[src/rtl/uart_rx_param.sv]
// uart_rx_param: oversampling UART receiver with runtime baud, parity and stop-bit selection.
// Received frames are held with their error flags until the consumer acknowledges them.
module uart_rx_param #(
    parameter int CLK_FREQ   = 100_000_000,
    parameter int DATA_BITS  = 8,
    parameter int OVERSAMPLE = 16
) (
    input  logic                 clk,
    input  logic                 reset,
    input  logic [2:0]           baud_select,
    input  logic [1:0]           parity_mode,
    input  logic                 two_stop,
    input  logic                 Rx_EN,
    input  logic                 RxD,
    input  logic                 Rx_ACK,
    output logic [DATA_BITS-1:0] Rx_DATA,
    output logic                 Rx_VALID,
    output logic                 Rx_FERROR,
    output logic                 Rx_PERROR,
    output logic                 Rx_OERROR
);
    function automatic int div_of(input int baud);
        int d;
        d = (CLK_FREQ + baud * OVERSAMPLE / 2) / (baud * OVERSAMPLE);
        return d < 1 ? 1 : d;
    endfunction

    localparam int DW = $clog2(div_of(300) + 1);
    localparam int SW = $clog2(OVERSAMPLE);
    localparam int BW = $clog2(DATA_BITS + 1);
    localparam logic [DW-1:0] DIV_M1 [8] = '{
        DW'(div_of(300) - 1),   DW'(div_of(1200) - 1),  DW'(div_of(4800) - 1),  DW'(div_of(9600) - 1),
        DW'(div_of(19200) - 1), DW'(div_of(38400) - 1), DW'(div_of(57600) - 1), DW'(div_of(115200) - 1)
    };

    typedef enum logic [2:0] {IDLE, START, DATA, PARITY, STOP1, STOP2} state_t;

    state_t               state_q, state_d;
    logic                 rx1_q, rx1_d, rx2_q, rx2_d, rxp_q, rxp_d;
    logic [DW-1:0]        tcnt_q, tcnt_d;
    logic [SW-1:0]        scnt_q, scnt_d;
    logic [BW-1:0]        bcnt_q, bcnt_d;
    logic [1:0]           smp_q, smp_d;
    logic [DATA_BITS-1:0] sh_q, sh_d;
    logic [2:0]           baud_q, baud_d;
    logic [1:0]           par_q, par_d;
    logic                 two_q, two_d, fer_q, fer_d, per_q, per_d;
    logic [DATA_BITS-1:0] data_q, data_d;
    logic                 valid_q, valid_d, ferr_q, ferr_d, perr_q, perr_d, oerr_q, oerr_d;
    logic                 tick, bit_end, vote_t, v, done;

    always_comb begin
        rx1_d   = RxD;
        rx2_d   = rx1_q;
        rxp_d   = rx2_q;
        state_d = state_q;
        bcnt_d  = bcnt_q;
        smp_d   = smp_q;
        sh_d    = sh_q;
        baud_d  = baud_q;
        par_d   = par_q;
        two_d   = two_q;
        fer_d   = fer_q;
        per_d   = per_q;
        data_d  = data_q;
        valid_d = valid_q;
        ferr_d  = ferr_q;
        perr_d  = perr_q;
        oerr_d  = oerr_q;
        done    = 1'b0;
        tick    = state_q != IDLE && tcnt_q == DIV_M1[baud_q];
        bit_end = tick && scnt_q == SW'(OVERSAMPLE - 1);
        vote_t  = tick && scnt_q == SW'(OVERSAMPLE / 2 + 1);
        v       = (smp_q[0] & smp_q[1]) | (smp_q[0] & rx2_q) | (smp_q[1] & rx2_q);
        tcnt_d  = (state_q == IDLE || tick) ? '0 : tcnt_q + 1'b1;
        scnt_d  = bit_end ? '0 : tick ? scnt_q + 1'b1 : scnt_q;
        if (tick && scnt_q == SW'(OVERSAMPLE / 2 - 1)) smp_d[0] = rx2_q;
        if (tick && scnt_q == SW'(OVERSAMPLE / 2)) smp_d[1] = rx2_q;
        case (state_q)
            IDLE: if (Rx_EN && rxp_q && !rx2_q) begin
                state_d = START;
                scnt_d  = '0;
                bcnt_d  = '0;
                baud_d  = baud_select;
                par_d   = parity_mode;
                two_d   = two_stop;
                fer_d   = 1'b0;
                per_d   = 1'b0;
            end
            START: state_d = (vote_t && v) ? IDLE : bit_end ? DATA : START;
            DATA: begin
                if (vote_t) begin
                    sh_d   = {v, sh_q[DATA_BITS-1:1]};
                    bcnt_d = bcnt_q + 1'b1;
                end
                if (bit_end && bcnt_q == BW'(DATA_BITS)) state_d = ^par_q ? PARITY : STOP1;
            end
            PARITY: begin
                if (vote_t) per_d = ^sh_q ^ v ^ par_q[1];
                if (bit_end) state_d = STOP1;
            end
            STOP1: begin
                if (vote_t) begin
                    fer_d = fer_q | ~v;
                    done  = ~two_q;
                end
                if (bit_end && two_q) state_d = STOP2;
            end
            STOP2: if (vote_t) begin
                fer_d = fer_q | ~v;
                done  = 1'b1;
            end
            default: state_d = IDLE;
        endcase
        if (!Rx_EN) done = 1'b0;
        if (done || !Rx_EN) state_d = IDLE;
        // Completion beats a coincident ACK; the ACK then only suppresses overrun.
        if (done) begin
            data_d  = sh_q;
            valid_d = 1'b1;
            ferr_d  = fer_d;
            perr_d  = per_q;
            oerr_d  = valid_q & ~Rx_ACK;
        end else if (Rx_ACK && valid_q) begin
            valid_d = 1'b0;
            ferr_d  = 1'b0;
            perr_d  = 1'b0;
            oerr_d  = 1'b0;
        end
    end

    always_ff @(posedge clk) begin
        if (reset) begin
            state_q <= IDLE;
            rx1_q   <= 1'b1;
            rx2_q   <= 1'b1;
            rxp_q   <= 1'b1;
            tcnt_q  <= '0;
            scnt_q  <= '0;
            bcnt_q  <= '0;
            smp_q   <= '0;
            sh_q    <= '0;
            baud_q  <= '0;
            par_q   <= '0;
            two_q   <= 1'b0;
            fer_q   <= 1'b0;
            per_q   <= 1'b0;
            data_q  <= '0;
            valid_q <= 1'b0;
            ferr_q  <= 1'b0;
            perr_q  <= 1'b0;
            oerr_q  <= 1'b0;
        end else begin
            state_q <= state_d;
            rx1_q   <= rx1_d;
            rx2_q   <= rx2_d;
            rxp_q   <= rxp_d;
            tcnt_q  <= tcnt_d;
            scnt_q  <= scnt_d;
            bcnt_q  <= bcnt_d;
            smp_q   <= smp_d;
            sh_q    <= sh_d;
            baud_q  <= baud_d;
            par_q   <= par_d;
            two_q   <= two_d;
            fer_q   <= fer_d;
            per_q   <= per_d;
            data_q  <= data_d;
            valid_q <= valid_d;
            ferr_q  <= ferr_d;
            perr_q  <= perr_d;
            oerr_q  <= oerr_d;
        end
    end

    assign Rx_DATA   = data_q;
    assign Rx_VALID  = valid_q;
    assign Rx_FERROR = ferr_q;
    assign Rx_PERROR = perr_q;
    assign Rx_OERROR = oerr_q;
endmodule

[config.mk]
export PLATFORM = sky130hd
export DESIGN_NAME = uart_rx_param
export DESIGN_NICKNAME = d
export VERILOG_FILES = /design/src/rtl/uart_rx_param.sv
export SDC_FILE = /design/constraint.sdc
export NUM_CORES = 1
export LEC_CHECK = 0
export CORE_MARGIN = 3
export CORE_UTILIZATION = 61
export CTS_BUF_LIST = sky130_fd_sc_hd__clkbuf_8
export DETAILED_ROUTE_END_ITERATION = 10
export PLACE_DENSITY = 0.81
export SYNTH_ARGS = -nofsm -noshare
export SYNTH_HDL_FRONTEND = slang
export SYNTH_SLANG_ARGS = --single-unit
export TNS_END_PERCENT = 1
[constraint.sdc]
create_clock -name clk -period 3.9 [get_ports clk]
set_input_delay 0.78 -clock clk [delete_from_list [all_inputs] [get_ports clk]]
set_output_delay 0.78 -clock clk [all_outputs]
set_load 0.05 [all_outputs]
# --- Word-level counts from Yosys, hierarchy flattened ---
# Memories as Yosys holds them, arrays and structs flattened.
# Index checks and enable logic that the tools add are counted.
word_totals:
  regBits: 59
  rom_bits: 120
  in_bits: 11
  output_inout_bits: 12
  memories: 1
op_classes:
  n_addsub: 3
  n_lt_le_gt_ge: 1
  n_eq_ne: 17
  muxes: 32
  bitwise: 14
  n_reduce_logical: 30
memory_table:
  columns: ["memory", "depth", "word_bits", "rd", "rd_ports_with_merged_regs", "write_ports", "line_no", "text"]
  rows:
  - ["(no name shown)", 8, 15, 1, 0, 0, "71", "tick = state_q != IDLE && tcnt_q == DIV_M1[baud_q];"]
op_table:
  columns: ["cell", "count"]
  rows:
  - ["15-bit two-way mux", 2]
  - ["4-bit two-way mux", 6]
  - ["3-bit one-hot mux with 6 select lines", 1]
  - ["4-bit equality test, second input constant", 4]
  - ["15-bit by 1-bit adder with 15-bit output, second input constant", 1]
  - ["15-bit equality test", 1]
  - ["3-bit two-way mux", 5]
  - ["1-bit two-way mux", 12]
  - ["1-bit logical AND", 11]
  - ["2-bit != test, second input constant", 5]
  - ["4-bit by 1-bit adder with 4-bit output, second input constant", 2]
  - ["4-bit one-hot mux with 2 select lines", 1]
  - ["8-bit parity", 1]
  - ["3-bit by 2-bit equality test with 1-bit output, second input constant", 2]
  - ["3-bit equality test, second input constant", 2]
  - ["1-bit one-hot mux with 2 select lines", 3]
  - ["3-bit AND reduction", 2]
  - ["2-bit nonzero test", 3]
  - ["2-bit OR reduction", 3]
  - ["5-bit AND reduction", 1]
  - ["1-bit AND", 4]
  - ["4-bit by 3-bit equality test with 1-bit output, second input constant", 1]
  - ["4-bit greater-or-equal comparator, second input constant", 1]
  - ["2-bit two-way mux", 2]
  - ["other kinds (12)", 21]

# --- Logic depth before layout (Yosys ltp) ---
depth:
  word_depth: 12
  ltp_mapped: 12
  ltp_nobuf: 9

# --- Worst setup path before layout ---
# Ideal clock, no wire load.
synth_timing:
  kind: "reg2reg"
  startpoint: "reg baud_q[0]"
  endpoint: "reg tcnt_q[12]"
  setup_time_ns: 0.115
  t_arrival_ns: 2.597
  slack_ns: 1.189
  stages_incl_launch_ff: 13
  period_less_slack_ns: 2.711
  cell_sequence: "dfxtp_1 > inv_1 > ha_1 > nor4bb_1 > a31oi_1 > o21a_1 > nor4_4 > and2_1 > buf_2 > or3_1 > buf_2 > buf_4 > nor2_1"
synth_via:
  elab_chain_len: 8
synth_lines:
  columns: ["item", "line_no", "text"]
  rows:
  - ["start: declaration", "45", "logic [2:0] baud_q, baud_d;"]
  - ["start signal: assignment", "163", "baud_q <= baud_d;"]
  - ["3-bit inverter with 4-bit output (not written as such)", "71", null]
  - ["memory read 8 x 15 bit", null, null]
  - ["15-bit two-way mux (not written as such) (2 in series)", "71", null]
  - ["15-bit equality test", "71", null]
  - ["1-bit logical AND", "71", null]
  - ["1-bit logical OR", "75", "tcnt_d = (state_q == IDLE || tick) ? '0 : tcnt_q + 1'b1;"]
  - ["2-bit OR reduction (no line)", null, null]
  - ["end signal: assignment", "158", "tcnt_q <= tcnt_d;"]
  - ["end: declaration", "40", "logic [DW-1:0] tcnt_q, tcnt_d;"]
# Every way passes these cells. The select of a mux whose other input is x is not followed.
# A chain may end at the register's enable or synchronous reset.

# --- Worst setup path after layout ---
layout_timing:
  startpoint: "reg baud_q[0]"
  endpoint: "reg bcnt_q[1]"
layout_via:
  elab_chain_len: 9
layout_lines:
  columns: ["item", "line_no", "text"]
  rows:
  - ["3-bit inverter with 4-bit output (not written as such)", "71", null]
  - ["memory read 8 x 15 bit", null, null]
  - ["15-bit two-way mux (not written as such) (2 in series)", "71", null]
  - ["15-bit equality test", "71", null]
  - ["1-bit logical AND", "71", null]
  - ["1-bit logical AND", "73", "vote_t = tick && scnt_q == SW'(OVERSAMPLE / 2 + 1);"]
  - ["2-bit != test (no line)", null, null]
  - ["3-bit AND reduction (no line)", null, null]
  - ["end signal: assignment", "160", "bcnt_q <= bcnt_d;"]
  - ["end: declaration", "42", "logic [BW-1:0] bcnt_q, bcnt_d;"]
# Every way passes these cells. The select of a mux whose other input is x is not followed.

==> impl_metrics.json <==
{
  "status": "finished, final reports clean",
  "final_hold_viol_count": 0,
  "ir_worst_vdd_mv": 0.306,
  "rows": 25,
  "worstSetupStartpoint": "baud_q[0]",
  "yosysWarnings": 0,
  "port-buffer-count": 22,
  "synth_cells": 377,
  "ys_async_sr_fraction": 0,
  "rsz0062_at_grt": "no",
  "r2r_slack_ps": 580,
  "diodes": 0,
  "worstPathRequired_ps": 4120,
  "syn_area_per_cell_sq_um": 8.30,
  "ant_nets": 0,
  "crit_top_cell": "a31oi_1",
  "crit_path_top_delay_cell": "nand3_1",
  "drv_cap": 0,
  "first_iter_violations": 202,
  "die_y_um": 77.6,
  "clkTransAtPathRegs_ps": 70,
  "drive_above_1_share": 0.0702,
  "post_cts_resized": 0,
  "rr_worst_depth": 9,
  "fill_cells": 370,
  "p_leak_nw": 1.38,
  "ys.flop_type": "dfxtp_1",
  "yosysSeqAreaShare": 0.377,
  "ctsHoldBuffers": 0,
  "clk_path_buf_depth": 2,
  "period_needed_ps": 3320,
  "final_common_cell": "dfxtp_1",
  "worst_r2r_endpoint": "bcnt_q[1]",
  "grt_pass1_vias": 2486,
  "max_slew_margin": 0.336,
  "cts_buffers": 9,
  "final_cell_area_sq_um": 3600,
  "ys_types": 47,
  "start_util": 0.646,
  "crit_end": "bcnt_q[1]",
  "path_depth": 9,
  "cts_tree": "built",
  "clk_latency_ps": 340,
  "fin_skew_ps": 6.65,
  "crit_path_max_fanout": 11,
  "cp-start-kind": "register",
  "root_buffer": "clkbuf_8",
  "dr_total_vias": 2622,
  "coreArea_sq_um": 4850,
  "grt_pass1_wl_um": 11500,
  "fin_crit_sh": 0.852,
  "rr_startpoint": "baud_q[0]",
  "p_per_area_nw_per_um2": 357,
  "htree_num_levels": 3,
  "antenna_found_initial": 0,
  "die_w_um": 77.6,
  "crit_type": "register to register",
  "synth-seq-cells": 59,
  "avgRoutedWirePerCell_um": 14.4,
  "place_congestion": 0.919,
  "post-cts-setup-buffers": 0,
  "placed_area_sq_um": 3370,
  "cts_sinks": 59,
  "io_pins": 23,
  "endpoint_kind": "register",
  "totalPowerFinal_mw": 1.28,
  "synth_area_sq_um": 3130,
  "dr.pass1.iters": 4,
  "groute.usage.overall": 0.240,
  "wl_um": 6720,
  "die_area_sq_um": 6030,
  "crit_family": "simple AND/OR/NAND/NOR gates",
  "setup_tns_ps": 0,
  "layout.nets": 417,
  "cpPeakStageDelay_ps": 610,
  "grt_overflow": 0,
  "fmax_mhz": 301,
  "setup_viol": 0,
  "synth_edf_count": 0,
  "hold_path_class": "register to register",
  "drt-vias-per-instance": 5.63,
  "grt_max_degree": 40,
  "worst_slew_pin_slew_ps": 988,
  "place_hpwl_um": 4630,
  "cp.arrival_ps": 3540,
  "area_delta_synth_final_pct": 14.9,
  "mostFrequentLayoutCells": "59 x dfxtp_1, 51 x nor2_1, 30 x nand2_1, 24 x a21oi_1",
  "post-route-drc-count": 0,
  "slew_violations": 0,
  "cp_num_buf_inv": 1,
  "synth.net_count": 400,
  "path_cells": "inv_1 > ha_1 > nor4bb_1 > a31oi_1 > o21a_1 > nor4_4 > nand3_1 > a31oi_1 > nor2_1"
}
worst register-to-register path, stage by stage (launching register included):
cell      delay (ps)
dfxtp_1          440
inv_1            140
ha_1             410
nor4bb_1         310
a31oi_1           70
o21a_1           220
nor4_4           590
nand3_1          610
a31oi_1          360
nor2_1            60
cells in the mapped netlist (7+ instances only):
library cell | n | area [sq um]
nand2_1 | 30 | 113
dfxtp_1 | 59 | 1180
a21oi_1 | 24 | 120
o21ai_0 | 10 | 50.1
clkbuf_1 | 11 | 41.3
and3_1 | 7 | 43.8
ha_1 | 12 | 150
xnor2_1 | 22 | 193
inv_1 | 18 | 67.6
nand3_1 | 20 | 100
xor2_1 | 11 | 96.3
mux2i_1 | 22 | 220
nand2b_1 | 7 | 43.8
nor2_1 | 51 | 191
per-stage QoR:
stage	util	setup WS, ps	cells	hold slack [ps]
5_1_grt	0.742	278	466	443
6_report	0.742	577	466	425
3_3_place_gp	0.695	764	450	391
4_1_cts	0.742	598	466	424
3_5_place_dp	0.695	635	450	405
2_1_floorplan	-	1190	377	389
worst min path at each step:
stage,start,slack (ps),endpoint,depth (start not counted)
after floorplan,rx1_q,390,rx2_q,1
final,rx1_q,430,rx2_q,1
after CTS,rx1_q,420,rx2_q,1
after detailed placement,rx1_q,410,rx2_q,1
after global routing,rx1_q,440,rx2_q,1
after global placement,rx1_q,390,rx2_q,1
metal layers:
layer | wire length (um) | global-route usage | up-vias
met4 | 108 | 0.0979 | 0
met1 | 3210 | 0.314 | 1218
met5 | 0 | 0 | -
met2 | 3000 | 0.375 | 68
li1 | - | - | 1325
met3 | 404 | 0.0626 | 11
kinds of logic after synthesis:
group                      synth area share
and+or+nand+nor                       0.245
DFF                                   0.377
AOI/OAI and AO/OA                     0.112
buffers and inverters                0.0488
xor gates and xnor gates             0.0923
muxes                                0.0739
adders and majority gates            0.0512
report_power, final:
group / leakage (nW) / switching (mW) / internal [mW] / total [mW]
Sequential: 0.476 / 0.00373 / 0.605 / 0.609
Clock: 0.111 / 0.262 / 0.365 / 0.627
Combinational: 0.797 / 0.0258 / 0.0218 / 0.0475
Total: 1.38 / 0.292 / 0.991 / 1.28
flip-flops by register name (all words and copies together), names as in the netlist, 2 cells and up:
name,flops
Rx_DATA,8
baud_q,3
bcnt_q,4
par_q,2
scnt_q,4
sh_q,8
smp_q,2
state_q,3
tcnt_q,15
area by class of cell:
class | instances | area, sq um | share of cell area
multi-input combinational | 281 | 1800 | 0.499
sequential | 59 | 1180 | 0.328
timing repair buffer | 25 | 243 | 0.0675
clock buffer | 9 | 124 | 0.0344
clock inverter | 7 | 101 | 0.0282
tap | 67 | 83.8 | 0.0233
inverter | 18 | 67.6 | 0.0188
Power figures use the tool's default switching activity.
